`src/rtl/uart_frame_pkg.sv`:
```
// Shared constants and state encoding for the "&&payload&&" UART string deframer.
package uart_frame_pkg;

   localparam logic [7:0] AMP_CHAR = 8'h26;
   localparam logic [1:0] ERR_OVF  = 2'b01;
   localparam logic [1:0] ERR_TMO  = 2'b10;

   typedef enum logic [5:0] {
      S_IDLE    = 6'b000001,
      S_SYNC1   = 6'b000010,
      S_CONTENT = 6'b000100,
      S_AMP     = 6'b001000,
      S_WR2     = 6'b010000,
      S_DONE    = 6'b100000
   } state_t;

endpackage

```
`src/rtl/uart_frame_rx.sv`:
```
// Receive-side deframer: strips the "&&" header/trailer from the uart_rx byte
// stream and assembles the payload into a packed byte string.
module uart_frame_rx
   import uart_frame_pkg::*;
#(
   parameter int MAX_LEN     = 137,
   parameter int TIMEOUT_CLK = 43_400
) (
   input  logic                   sys_clk,
   input  logic                   sys_rst,
   input  logic [7:0]             uart_rx_data,
   input  logic                   uart_rx_vld,
   output logic [8*MAX_LEN-1:0]   rx_string,
   output logic [7:0]             rx_length,
   output logic                   rx_busy,
   output logic                   rx_done,
   output logic                   rx_err,
   output logic [1:0]             rx_err_code
);

   localparam int              TW       = (TIMEOUT_CLK > 2) ? $clog2(TIMEOUT_CLK) : 1;
   localparam logic [TW-1:0]   TMO_LAST = TW'(TIMEOUT_CLK - 1);
   localparam logic [8:0]      CAP      = 9'(MAX_LEN);

   state_t        state;
   logic [7:0]    cnt;
   logic [TW-1:0] tmo;
   logic [7:0]    held;
   logic          is_amp;
   logic          fits1;
   logic          fits2;
   logic          expired;
   logic          wr_en;
   logic [7:0]    wr_idx;
   logic [7:0]    wr_byte;

   assign is_amp  = (uart_rx_data == AMP_CHAR);
   assign fits1   = ({1'b0, cnt} < CAP);
   assign fits2   = (({1'b0, cnt} + 9'd2) <= CAP);
   assign expired = (state != S_IDLE) && !uart_rx_vld && (tmo == TMO_LAST);

   // Buffer write port: a lone payload '&' is written first, its follower one cycle later.
   always_comb begin
      wr_en   = 1'b0;
      wr_idx  = cnt;
      wr_byte = uart_rx_data;
      case (state)
         S_CONTENT: begin
            if (uart_rx_vld && !is_amp && fits1) begin
               wr_en = 1'b1;
            end else begin
               wr_en = 1'b0;
            end
         end
         S_AMP: begin
            if (uart_rx_vld && !is_amp && fits2) begin
               wr_en   = 1'b1;
               wr_byte = AMP_CHAR;
            end else begin
               wr_en = 1'b0;
            end
         end
         S_WR2: begin
            wr_en   = 1'b1;
            wr_idx  = cnt + 8'd1;
            wr_byte = held;
         end
         default: begin
            wr_en = 1'b0;
         end
      endcase
   end

   // Payload buffer is written in place and never cleared between frames.
   always_ff @(posedge sys_clk) begin
      if (sys_rst) begin
         rx_string <= '0;
      end else begin
         for (int k = 0; k < MAX_LEN; k++) begin
            if (wr_en && (wr_idx == 8'(k))) begin
               rx_string[8*k +: 8] <= wr_byte;
            end
         end
      end
   end

   // Frame state machine with inline inter-byte timeout; a strobe always beats expiry.
   always_ff @(posedge sys_clk) begin
      if (sys_rst) begin
         state       <= S_IDLE;
         cnt         <= 8'd0;
         tmo         <= '0;
         held        <= 8'd0;
         rx_length   <= 8'd0;
         rx_busy     <= 1'b0;
         rx_done     <= 1'b0;
         rx_err      <= 1'b0;
         rx_err_code <= 2'b00;
      end else begin
         rx_done <= 1'b0;
         rx_err  <= 1'b0;
         tmo     <= (state == S_IDLE || uart_rx_vld) ? '0 : tmo + TW'(1);
         if (expired) begin
            state       <= S_IDLE;
            rx_busy     <= 1'b0;
            rx_err      <= 1'b1;
            rx_err_code <= ERR_TMO;
         end else begin
            case (state)
               S_IDLE: begin
                  if (uart_rx_vld && is_amp) begin
                     state   <= S_SYNC1;
                     rx_busy <= 1'b1;
                  end
               end
               S_SYNC1: begin
                  if (uart_rx_vld) begin
                     if (is_amp) begin
                        state <= S_CONTENT;
                        cnt   <= 8'd0;
                     end else begin
                        state   <= S_IDLE;
                        rx_busy <= 1'b0;
                     end
                  end
               end
               S_CONTENT: begin
                  if (uart_rx_vld) begin
                     if (is_amp) begin
                        state <= S_AMP;
                     end else if (fits1) begin
                        cnt <= cnt + 8'd1;
                     end else begin
                        state       <= S_IDLE;
                        rx_busy     <= 1'b0;
                        rx_err      <= 1'b1;
                        rx_err_code <= ERR_OVF;
                     end
                  end
               end
               S_AMP: begin
                  if (uart_rx_vld) begin
                     if (is_amp) begin
                        state     <= S_DONE;
                        rx_length <= cnt;
                        rx_done   <= 1'b1;
                     end else if (fits2) begin
                        held  <= uart_rx_data;
                        state <= S_WR2;
                     end else begin
                        state       <= S_IDLE;
                        rx_busy     <= 1'b0;
                        rx_err      <= 1'b1;
                        rx_err_code <= ERR_OVF;
                     end
                  end
               end
               S_WR2: begin
                  cnt   <= cnt + 8'd2;
                  state <= S_CONTENT;
               end
               S_DONE: begin
                  state   <= S_IDLE;
                  rx_busy <= 1'b0;
               end
               default: begin
                  state   <= S_IDLE;
                  rx_busy <= 1'b0;
                  cnt     <= 8'd0;
               end
            endcase
         end
      end
   end

endmodule
```
`config.mk`:
```
export PLATFORM = sky130hd
export DESIGN_NAME = uart_frame_rx
export DESIGN_NICKNAME = d
export VERILOG_FILES = /design/src/rtl/uart_frame_pkg.sv /design/src/rtl/uart_frame_rx.sv
export SDC_FILE = /design/constraint.sdc
export NUM_CORES = 2
export LEC_CHECK = 0
export CELL_PAD_IN_SITES_DETAIL_PLACEMENT = 2
export CELL_PAD_IN_SITES_GLOBAL_PLACEMENT = 2
export CORE_AREA = 3 3 432 434
export DETAILED_ROUTE_END_ITERATION = 8
export DIE_AREA = 0 0 435 437
export PLACE_DENSITY = 0.75
export SLEW_MARGIN = 20
export SYNTH_ARGS = -nofsm -noshare
export SYNTH_HDL_FRONTEND = slang
export SYNTH_SLANG_ARGS = --single-unit
export TNS_END_PERCENT = 30
```
`constraint.sdc`:
```
create_clock -name sys_clk -period 8.55 [get_ports sys_clk]
set_input_delay 1.71 -clock sys_clk [delete_from_list [all_inputs] [get_ports sys_clk]]
set_output_delay 1.71 -clock sys_clk [all_outputs]
set_load 0.01 [all_outputs]
```
== Yosys cells after proc, flatten, opt, wreduce, memory -nomap -nowiden ==
Cells that the tools add are included.
Storage, ports and cells
  register bits after elaboration: 1147
  bits of input ports: 11
  output and inout bits: 1109
  word-level logic and storage cells: 531
Cells by class
  add/sub/neg operators: 4
  order comparisons: 2
  equality and inequality tests: 163
  muxes and demuxes: 49
  bitwise operators: 6
  reduce and logical (&&, ||, !) cells: 160
Operators with widths (number)
  equality test 8 x 7 -> 1 bit (second input constant): 64
  equality test 8 x 6 -> 1 bit (second input constant): 33
  logical AND 1 bit: 143
  equality test 8 x 5 -> 1 bit (second input constant): 16
  equality test 8 bit (second input constant): 9
  equality test 8 x 4 -> 1 bit (second input constant): 8
  two-way mux 8 bit: 7
  two-way mux 6 bit: 7
  equality test 8 x 3 -> 1 bit (second input constant): 4
  case mux 8 bit (4 select lines): 1
  case mux 6 bit (5 select lines): 1
  != test 3 bit (second input constant): 7
  AND reduction 7 bit: 3
  != test 2 bit (second input constant): 10
  two-way mux 1 bit: 19
  adder 16 x 1 -> 16 bit (second input constant): 1
  equality test 16 bit (second input constant): 1
  equality test 8 x 2 -> 1 bit (second input constant): 2
  case mux 8 bit (2 select lines): 1
  two-way mux 2 bit: 7
  AND reduction 10 bit: 1
  AND reduction 5 bit: 2
  adder 8 x 2 -> 9 bit (second input constant): 1
  <= comparator 9 x 8 -> 1 bit (second input constant): 1
  28 further kinds: 35

== Logic depth before layout (Yosys ltp) ==
  word-level depth: 7
  gate-level depth with buffers: 12
  mapped depth without buffers: 9

== Least setup slack after synthesis ==
Ideal clock, no wire load.
  kind: in2reg
  start: in uart_rx_data[3]
  end: reg rx_string[562]
  library setup time: 0.132 ns
  arrival time: 3.969 ns
  required time: 8.418 ns
  path slack: 4.448 ns
  stages on the path: 10
  path buffers: 3
  cells stage by stage: or4b_1 -> or4_1 -> and2_1 -> o211ai_1 -> buf_6 -> nand3_1 -> nand2_1 -> buf_4 -> clkbuf_1 -> mux2i_1
On the way
  word-level cells in the longest chain between the ends: 7
  elaborated cells between the ends (all ways): 11
  those cells by class: eq/ne (1); mux (5); reduce/logical (5)
RTL lines
  start: declaration: RTL line uart_frame_rx.sv:11  | input logic [7:0] uart_rx_data,
  equality test 8 x 6 -> 1 bit (*): RTL line uart_frame_rx.sv:37  | assign is_amp = (uart_rx_data == AMP_CHAR);
  zero test 1 bit (*): RTL line uart_frame_rx.sv:49, uart_frame_rx.sv:56
  logical AND 1 bit (*): RTL line uart_frame_rx.sv:49, uart_frame_rx.sv:56
  logical AND 1 bit (on tied branches): RTL line uart_frame_rx.sv:56, uart_frame_rx.sv:49
  two-way mux 1 bit (on tied branches): RTL line uart_frame_rx.sv:56, uart_frame_rx.sv:49
  case mux 1 bit (3 select lines): RTL line uart_frame_rx.sv:47  | case (state)
  logical AND 1 bit: RTL line uart_frame_rx.sv:80  | if (wr_en && (wr_idx == 8'(k))) begin
  end signal: indexed assignment: RTL line uart_frame_rx.sv:81  | rx_string[8*k +: 8] <= wr_byte;
  end: declaration: RTL line uart_frame_rx.sv:13  | output logic [8*MAX_LEN-1:0] rx_string,
Mark *: on every way between the ends. The rest lies on a longest branch, timed or not.
A chain may end at the register's enable or synchronous reset.

== Worst setup path after layout ==
  start: in uart_rx_data[3]
  end: reg rx_string[35]
On the way
  word-level cells in the longest chain between the ends: 7
  elaborated cells between the ends (all ways): 11
  those cells by class: eq/ne (1); mux (5); reduce/logical (5)
RTL lines (RTL line)
  equality test 8 x 6 -> 1 bit: uart_frame_rx.sv:37
  zero test 1 bit: uart_frame_rx.sv:49, uart_frame_rx.sv:56
  logical AND 1 bit: uart_frame_rx.sv:49, uart_frame_rx.sv:56
  logical AND 1 bit (on tied branches): uart_frame_rx.sv:56, uart_frame_rx.sv:49
  two-way mux 1 bit (on tied branches): uart_frame_rx.sv:56, uart_frame_rx.sv:49
  case mux 1 bit (3 select lines): uart_frame_rx.sv:47
  logical AND 1 bit: uart_frame_rx.sv:80
Several ways; a longest one is shown, not always the timed one.

==> metrics.md <==
| Metric | Value |
|---|---|
| Synth area leader | dfxtp_1 |
| CTS Sinks | around 1100 |
| Largest delay share family, worst path | simple AND/OR/NAND/NOR gates |
| Synthesized instance count | about 4200 |
| Final Max Slew Viols | 0 |
| Leak | roughly 28 nW |
| Initial Utilization | 0.246 |
| PnR worst setup slack | around 3.0 ns |
| Max-slew headroom | 0.147 |
| Die area | 0.190 mm2 |
| Via-to-Cell Ratio | 4.61 |
| Num CTS Buffers | between 100 and 150 |
| Vias in the first global route | slightly below 40000 |
| WL per Instance | ~26 um |
| RSZ-0062 raised after global routing | no |
| DR pass1 iterations | 5 |
| Placer's final routability congestion estimate | about 0.8 |
| Critical path depth in cells | 10 |
| Power, Total | around 12 mW |
| Hpwl dp | 143000 um |
| R2R Setup Slk | approximately 3.7 ns |
| WHS | around 0.46 ns |
| Post-route ant nets | 0 |
| Area Growth Syn to Fin | 40.2% |
| Sum of buffers and inverters on the critical path | 3 |
| Total track usage | 0.206 |
| RR Endpoint | rx_string[35] |
| CP Cell Sequence | clkdlybuf4s50_1, or4b_1, or4_1, and2_1, o211ai_1, buf_4, and2_1, nand2_4, buf_4, mux2i_1 |
| Synth Warn # | 0 |
| I/O Buffers | between 1000 and 1500 |
| Crit. End Element | register |
| MaxCap Viol Count | 0 |
| Slowest CP cell | nand2_4 |
| Asr flop ratio synth | 0 |
| Final hold vios | 0 |
| Gr ovfl total | 0 |
| Synthesized Nets | about 4200 |
| H-tree depth | 4 |
| CTS tree | built |
| Hold depth | 2 |
| Area of placed instances | 0.0585 mm2 |
| CP Launch Point | uart_rx_data[3] |
| Core area | about 0.18 mm2 |
| Place WS | ~2.2 ns |
| Root buffer cell | clkbuf_16 |
| Status | finished clean |
| Skew final | approximately 0.039 ns |
| Clock slew at the register clock pins of the worst setup and hold paths | ~0.050 ns |
| Req. time, crit path | 9.24 ns |
| Post-Layout Inst Area | 0.0631 mm2 |
| Final setup fails | 0 |
| Clock Latency Late Sink | 0.80 ns |
| Die width | about 440 um |
| Initial antenna violation count | 3 |
| FF-to-FF Start | cnt[0] |
| Crit path largest cell delay | around 0.65 ns |
| # IOs | 1120 |
| Ys flop type | dfxtp_1 |
| Critical Path Start Type | primary input |
| Postcts setup bufs | 0 |
| Synthesized flop and latch total | about 1100 |
| Critical Path End | rx_string[35] |
| TNS Setup | 0 ns |
| Share of layout cells above drive strength 1 | 0.0878 |
| Final net count | between 5000 and 6000 |
| Cell Rows | ~160 |
| First-iteration detailed-routing DRC count | approximately 1400 |
| Fillcell total | 19639 |
| Synth cell types | ~70 |
| Largest net degree at the start of global routing | between 200 and 250 |
| VDD IR-drop max | between 150 and 200 uV |
| Max Fclk | around 180 MHz |
| Height of the die | around 440 um |
| Actual slew at the worst max-slew pin | 1.28 ns |
| Tmin final | approximately 5.5 ns |
| Min-delay src | rx_string[792] |
| Post-Syn Area | 0.0450 mm2 |
| Clk buf depth | 3 |
| DR vias | roughly 36000 |
| Most frequent cell after synthesis | nand2_1 |
| First-pass GRT wire length | 288000 um |
| Crit Path Category | primary input to register |
| P per Cell Area | 188 mW/mm2 |
| Worst-case reg-to-reg path depth | 10 |
| DRC viols | 0 |
| Sequential area share after synthesis | 0.511 |
| CTS resizes | 0 |
| Fin crit share | 0.645 |
| Final WL | slightly above 200000 um |
| Syn avg cell area | around 11 um2 |
| Hold Buf Count CTS | 0 |
| Number of synthesized flops with an enable pin | 0 |
| Crit path DAT | a little over 6 ns |
| Yosys top cell area share | 0.511 |
| Worst min path class | register to register |
| Largest cells by area after synthesis | dfxtp_1 (51%), mux2i_1 (25%), nand2_1 (9.7%) |
| Critical Path Fanout Max | roughly 70 |
| Top post-synthesis cells by count | nand2_1 (1166), dfxtp_1 (1147), mux2i_1 (1110) |
-- cells by family (layout without fill, tap and decap cells) --
group	after synthesis	after routing	synth area share
other	0	2	0
XOR/XNOR	22	22	0.00428
AND/OR/NAND/NOR	1344	1344	0.124
flip-flops	1147	1147	0.511
adder cells (fa/ha/maj)	5	5	0.00139
buffers and inverters	332	1419	0.0331
AO/OA/AOI/OAI	232	232	0.0788
multiplexers	1113	1113	0.248
-- worst min-delay path by stage --
stage,endpoint
6_report,rx_string[792]
2_1_floorplan,tmo[0]
3_3_place_gp,tmo[0]
5_1_grt,rx_string[273]
3_5_place_dp,rx_string[131]
4_1_cts,rx_string[796]
-- through the flow --
step                      instances  utilization
after floorplan                4195            -
after global placement         7498        0.319
after detailed placement       7499        0.319
after CTS                      7745        0.344
after global routing           7747        0.344
final                          7748        0.344
-- placed cells by master, fill, tap and decap left out, types with 12 or more instances in the layout --
master	Yosys	routed
a21oi_1	24	23
clkbuf_1	228	38
buf_4	8	30
buf_12	0	12
clkbuf_8	0	35
mux2i_1	1110	1108
o211ai_4	133	133
nor2_1	58	58
dfxtp_1	1147	1147
o21ai_0	16	16
nand2_1	1166	1158
clkbuf_16	0	141
clkinv_2	0	12
nor3_4	16	16
xor2_1	12	12
clkdlybuf4s50_1	0	1119
nand3_1	20	20
-- final cells by class --
type | count | area (um2) | share of cell area
diodes | 2 | 5.00 | 0.0000794
clock buffers | 214 | 4150 | 0.0658
inverters | 9 | 41.3 | 0.000655
multi-input cells | 2716 | 20700 | 0.328
flip-flops and latches | 1147 | 23000 | 0.364
well taps | 2464 | 3080 | 0.0489
clock inverters | 32 | 387 | 0.00613
repair buffers | 1164 | 11700 | 0.186
-- power breakdown --
group | leakage, nW | switching (mW) | internal, mW
Combinational | 16.6 | 0.443 | 0.128
Sequential | 9.23 | 0.0302 | 5.36
Clock | 2.22 | 2.47 | 3.45
Total | 28.0 | 2.95 | 8.94
-- worst reg2reg max path, cell delays in order (launching register included) --
cell,delay [ns]
dfxtp_1,0.76
ha_1,0.59
nand2b_1,0.11
a32oi_1,0.26
and4_1,0.29
o211ai_1,0.13
buf_4,0.24
and2_1,0.34
nand2_4,0.80
buf_4,0.85
mux2i_1,0.33
-- sequential cells by signal (all words and copies together) (netlist names) --
name	cells
cnt	8
held	8
rx_busy	1
rx_done	1
rx_err	1
rx_err_code	2
rx_length	8
rx_string	1096
state	6
tmo	16
-- per-layer routing --
layer / vias to the layer above / routed length (um) / global-route usage
li1: 16164 / - / -
met1: 18310 / 77900 / 0.224
met2: 873 / 104000 / 0.372
met3: 359 / 11100 / 0.0548
met4: 0 / 10200 / 0.0962
met5: - / 0 / 0
Power figures use the tool's default switching activity.
